File: src/rtl/updown_mod_counter_if.sv
`default_nettype none
// ============================================================================
// Module      : updown_mod_counter_if
// Description : Control/status bundle for updown_mod_counter. The master
//               drives enable, direction and load. The slave returns the
//               count and the terminal-count pulse.
// Revision    : 1.0 - initial release
// ============================================================================
interface updown_mod_counter_if #(
   parameter int WIDTH = 4
) ();
   logic             en;
   logic             m;
   logic             load;
   logic [WIDTH-1:0] load_val;
   logic [WIDTH-1:0] count;
   logic             tc;

   modport master (output en, m, load, load_val, input  count, tc);
   modport slave  (input  en, m, load, load_val, output count, tc);
endinterface
`default_nettype wire

File: src/rtl/updown_mod_counter.sv
`default_nettype none
// ============================================================================
// Module      : updown_mod_counter
// Description : Parametrised up/down counter. It has a programmable modulus
//               (MAX_VAL+1), wrap or saturate behaviour at the boundaries, a
//               synchronous clamped load, an enable-qualified prescaler and a
//               registered one-cycle terminal-count pulse.
// Revision    : 1.0 - initial release
// ============================================================================
module updown_mod_counter #(
   parameter int WIDTH    = 4,
   parameter int MAX_VAL  = 15,
   parameter int SATURATE = 0,
   parameter int PRESCALE = 1
) (
   input  wire logic           clk,
   input  wire logic           rst,      // asynchronous, active-low
   updown_mod_counter_if.slave bus
);

   localparam logic [WIDTH-1:0] C_MAX  = WIDTH'(MAX_VAL);
   localparam logic [WIDTH-1:0] C_ZERO = '0;

   logic [WIDTH-1:0] r_count;
   logic             r_tc;
   logic [WIDTH-1:0] w_count_nxt;
   logic             w_tc_nxt;
   logic             w_step;

   generate
      if (PRESCALE > 1) begin : g_prescale
         localparam int               C_PW    = $clog2(PRESCALE);
         localparam logic [C_PW-1:0]  C_PLAST = C_PW'(PRESCALE - 1);
         logic [C_PW-1:0] r_pcnt;

         // Prescaler phase: cleared by load, advances only on enabled cycles
         always_ff @(posedge clk or negedge rst) begin
            if (!rst) begin
               r_pcnt <= '0;
            end else if (bus.load) begin
               r_pcnt <= '0;
            end else if (bus.en) begin
               r_pcnt <= (r_pcnt == C_PLAST) ? '0 : r_pcnt + 1'b1;
            end
         end

         assign w_step = bus.en & (r_pcnt == C_PLAST);
      end else begin : g_no_prescale
         assign w_step = bus.en;
      end
   endgenerate

   // Next count / tc: load beats step, step beats hold; tc only on boundary steps
   always_comb begin
      w_count_nxt = r_count;
      w_tc_nxt    = 1'b0;
      if (bus.load) begin
         w_count_nxt = (bus.load_val > C_MAX) ? C_MAX : bus.load_val;
      end else if (w_step) begin
         if (bus.m) begin
            // >= rather than == keeps the count bounded even from a stray value
            if (r_count >= C_MAX) begin
               w_tc_nxt    = 1'b1;
               w_count_nxt = (SATURATE != 0) ? C_MAX : C_ZERO;
            end else begin
               w_count_nxt = r_count + 1'b1;
            end
         end else begin
            if (r_count == C_ZERO) begin
               w_tc_nxt    = 1'b1;
               w_count_nxt = (SATURATE != 0) ? C_ZERO : C_MAX;
            end else begin
               w_count_nxt = r_count - 1'b1;
            end
         end
      end
   end

   // Count and terminal-count registers
   always_ff @(posedge clk or negedge rst) begin
      if (!rst) begin
         r_count <= '0;
         r_tc    <= 1'b0;
      end else begin
         r_count <= w_count_nxt;
         r_tc    <= w_tc_nxt;
      end
   end

   assign bus.count = r_count;
   assign bus.tc    = r_tc;

endmodule
`default_nettype wire

File: src/flat_wrapper.sv
// flat-port wrapper written by rule: the top's interface ports become plain ports
module updown_mod_counter_flat 
#(
   parameter int WIDTH    = 4,
   parameter int MAX_VAL  = 15,
   parameter int SATURATE = 0,
   parameter int PRESCALE = 1
)
  (clk, rst, bus_en, bus_m, bus_load, bus_load_val, bus_count, bus_tc);
  updown_mod_counter_if #(.WIDTH(WIDTH)) bus_i ();
  input  wire logic clk;
  input  wire logic rst;
  input wire logic [$bits(bus_i.en)-1:0] bus_en;
  input wire logic [$bits(bus_i.m)-1:0] bus_m;
  input wire logic [$bits(bus_i.load)-1:0] bus_load;
  input wire logic [$bits(bus_i.load_val)-1:0] bus_load_val;
  output wire logic [$bits(bus_i.count)-1:0] bus_count;
  output wire logic [$bits(bus_i.tc)-1:0] bus_tc;
  assign bus_i.en = bus_en;
  assign bus_i.m = bus_m;
  assign bus_i.load = bus_load;
  assign bus_i.load_val = bus_load_val;
  assign bus_count = bus_i.count;
  assign bus_tc = bus_i.tc;
  updown_mod_counter #(.WIDTH(WIDTH), .MAX_VAL(MAX_VAL), .SATURATE(SATURATE), .PRESCALE(PRESCALE)) u_core (.clk(clk), .rst(rst), .bus(bus_i));
endmodule
File: config.mk
export PLATFORM = sky130hd
export DESIGN_NAME = updown_mod_counter_flat
export DESIGN_NICKNAME = d
export VERILOG_FILES = /design/src/rtl/updown_mod_counter_if.sv /design/src/rtl/updown_mod_counter.sv /design/src/flat_wrapper.sv
export SDC_FILE = /design/constraint.sdc
export NUM_CORES = 1
export LEC_CHECK = 0
export BUFFER_PORTS_ARGS = -buffer_cell sky130_fd_sc_hd__clkbuf_2
export CORE_AREA = 5 5 42 44
export DETAILED_ROUTE_END_ITERATION = 10
export DIE_AREA = 0 0 47 49
export SYNTH_ARGS = -nofsm -noshare
export SYNTH_HDL_FRONTEND = slang
export SYNTH_SLANG_ARGS = --single-unit
export TNS_END_PERCENT = 50
File: constraint.sdc
create_clock -name clk -period 1.85 [get_ports clk]
set_clock_uncertainty 0.1 [all_clocks]
set_input_delay 0.2775 -clock clk [delete_from_list [all_inputs] [get_ports clk]]
set_output_delay 0.2775 -clock clk [all_outputs]
set_load 0.05 [all_outputs]
==> results.json <==
{
  "clk_pin_slew_ns": 0.04,
  "n_fill_cell": 148,
  "dieHeight_um": 49,
  "synth_top_cell_area_share_pct": 33.3,
  "diodes": 0,
  "cts_setup_buffers": 0,
  "cts-root-buf": "clkbuf_4",
  "dp_slack_ns": 0.181,
  "path_buf_inv": 1,
  "setup_violations": 0,
  "hold_path.class": "in2reg",
  "worstPathMaxFanout": 6,
  "dp_hpwl_um": 681,
  "gp_congestion": 0.801,
  "core-area_sq_um": 1400,
  "avgSynthCellArea_sq_um": 9.38,
  "finalSetupTns_ns": 0,
  "seqCellArea_sq_um": 128,
  "synth_area_sq_um": 375,
  "pwr_density_cell_nw_per_um2": 912,
  "startpoint": "u_core.bus.count[0]",
  "numCtsBuffers": 3,
  "io_pins": 14,
  "fin_crit_sh_pct": 90.6,
  "cp_slowest_cell": "or4b_4",
  "dieArea_sq_um": 2300,
  "viasPerCell": 4.81,
  "timing.rr.end": "u_core.bus.count[3]",
  "finalMaxSlewViolations": 0,
  "grt_overflow_total": 0,
  "synthCells": 40,
  "cts_sinks": 5,
  "grt_max_degree": 10,
  "leakage_nw": 0.235,
  "power.total_w": 0.000445,
  "ys_types": 22,
  "synthTopCellsByArea": "dfrtp_1 33%, mux2_2 9.0%, xnor2_1 7.0%",
  "dr.first_iter.drc_count": 2,
  "cts_buffer_depth": 2,
  "track_usage_pct": 10.0,
  "num_vias": 351,
  "num-nets-final": 69,
  "synth_nets": 51,
  "area_growth_pct": 30.0,
  "portBuffers": 13,
  "grt_pass1_vias": 380,
  "tightest_slew_ns": 0.281,
  "start_util_pct": 26.8,
  "drtPass1Iterations": 4,
  "synth_edf_count": 0,
  "cts_tree": "done",
  "criticalPathCategory": "reg2reg",
  "antenna_left": 0,
  "worstHoldStart": "bus_load_val[1]",
  "reg2reg_from": "u_core.bus.count[0]",
  "drv_cap": 0,
  "clk_latency_ns": 0.24,
  "synth_top_area_cell": "dfrtp_1",
  "hold_viol_final": 0,
  "antenna_found_initial": 0,
  "h-tree-depth": 1,
  "min_to": "u_core.bus.count[1]",
  "rsz0062_at_grt": "false",
  "synth-warning-count": 0,
  "drc": 0,
  "ir_drop_mv": 0.424,
  "worstSetupStartpointType": "flop",
  "ys_ff_latch": 5,
  "final_core_util_pct": 34.8,
  "yosysSeqAreaShare_pct": 33.3,
  "max_freq_ghz": 0.597,
  "rows": 14,
  "routedWlPerCell_um": 12.2,
  "layout-drive-gt1-share_pct": 40.4,
  "status": "finished clean",
  "async_reset_ff_share_pct": 100,
  "cp_top_family": "simple AND/OR/NAND/NOR gates",
  "hold-path-cell-count": 3,
  "reg2reg_depth": 6,
  "reg2reg_slack_ns": 0.17,
  "layout_setup_ws_ns": 0.174,
  "wirelength_um": 890,
  "grt_pass1_wl_mm": 1.61,
  "synthFlopType": "dfrtp_1",
  "timing.critical_path.cells": "inv_1 -> ha_1 -> or4b_4 -> nor2b_4 -> o21ai_0 -> a211o_1",
  "die_w_um": 47,
  "slew_headroom_pct": 81.3,
  "critPathArrivalTime_ns": 1.76,
  "max_stage_delay_ns": 0.47,
  "crit_path_end_kind": "flop",
  "multi_input_area_sq_um": 228,
  "period_needed_ns": 1.68,
  "synth_common_cells": "5 x dfrtp_1, 5 x nand2_1",
  "cp.required_ns": 1.93
}
cell type report:
| class | count | share of cell area [%] |
|---|---|---|
| Multi-Input combinational cell | 31 | 46.7 |
| Clock buffer | 4 | 5.38 |
| Timing Repair Buffer | 14 | 15.4 |
| Sequential cell | 5 | 26.2 |
| Tap cell | 16 | 4.10 |
| Inverter | 3 | 2.31 |
how the worst max path moves through the flow:
stage / endpoint / cells past startpoint / slack [ns]
final: u_core.bus.count[3] / 6 / 0.17
after global routing: u_core.bus.count[3] / 6 / 0.09
after CTS: u_core.bus.count[3] / 6 / 0.17
after detailed placement: u_core.bus.count[3] / 6 / 0.18
after global placement: u_core.bus.count[3] / 6 / 0.21
after floorplan: u_core.bus.count[3] / 6 / 0.11
cell families (layout without fill, tap and decap cells):
| logic type | after synthesis | after routing | synth area share (%) |
|---|---|---|---|
| xor+xnor | 3 | 3 | 7.00 |
| simple gates | 13 | 13 | 22.0 |
| compound gates | 9 | 9 | 13.3 |
| mux | 4 | 4 | 11.7 |
| flops | 5 | 5 | 33.3 |
| fa+ha+maj | 2 | 2 | 6.67 |
| buf+inv | 4 | 21 | 6.00 |
worst reg2reg max path, stage by stage, from the launching register on:
cell	delay, ns
dfrtp_2	0.44
inv_1	0.10
ha_1	0.16
or4b_4	0.47
nor2b_4	0.14
o21ai_0	0.07
a211o_1	0.14
cells in the final DEF (no fill, tap or decap), drive strengths merged:
| cell | n |
|---|---|
| inv | 2 |
| clkinv | 1 |
| a211o | 1 |
| a21oi | 3 |
| nor3b | 1 |
| nor3 | 1 |
| nand2 | 5 |
| nor2 | 1 |
| or4 | 1 |
| nor2b | 1 |
| or4b | 1 |
| dlygate4sd3 | 1 |
| mux2 | 3 |
| nand2b | 1 |
| o21ai | 4 |
| ha | 2 |
| clkbuf | 17 |
| xnor2 | 3 |
| mux2i | 1 |
| dfrtp | 5 |
| a31oi | 1 |
| nand4 | 1 |
registers in the layout (all words and copies together), names as in the netlist:
name	flops
u_core.bus.count	4
u_core.bus.tc	1
report_power, final:
part	switching, W	internal [W]	total, W
registers	0.0000254	0.000125	0.000151
logic	0.000102	0.0000642	0.000166
clock network	0.0000467	0.0000817	0.000128
total	0.000174	0.000271	0.000445
routing by layer:
layer,vias to the layer above,routed length (um),GRT usage (%)
met5,-,0,0
met4,0,32,8.29
met3,4,49,2.58
met2,11,409,14.3
met1,163,399,12.0
li1,173,-,-
stage by stage:
step,cells,instance area (sq um),hold slack (ns)
floorplan,40,378,-0.118
global placement,68,452,0.00541
detailed placement,68,452,0.00875
CTS,73,488,0.149
global route,73,488,0.145
finish,73,488,0.150
what timing repair did:
action | in CTS | in global routing
endpoints found under the setup margin | 0 | 0
resized for setup | 0 | 0
hold endpoints to repair | 5 | 0
hold buffers | 1 | 0
No activity file was read; power rests on OpenSTA's default activity.
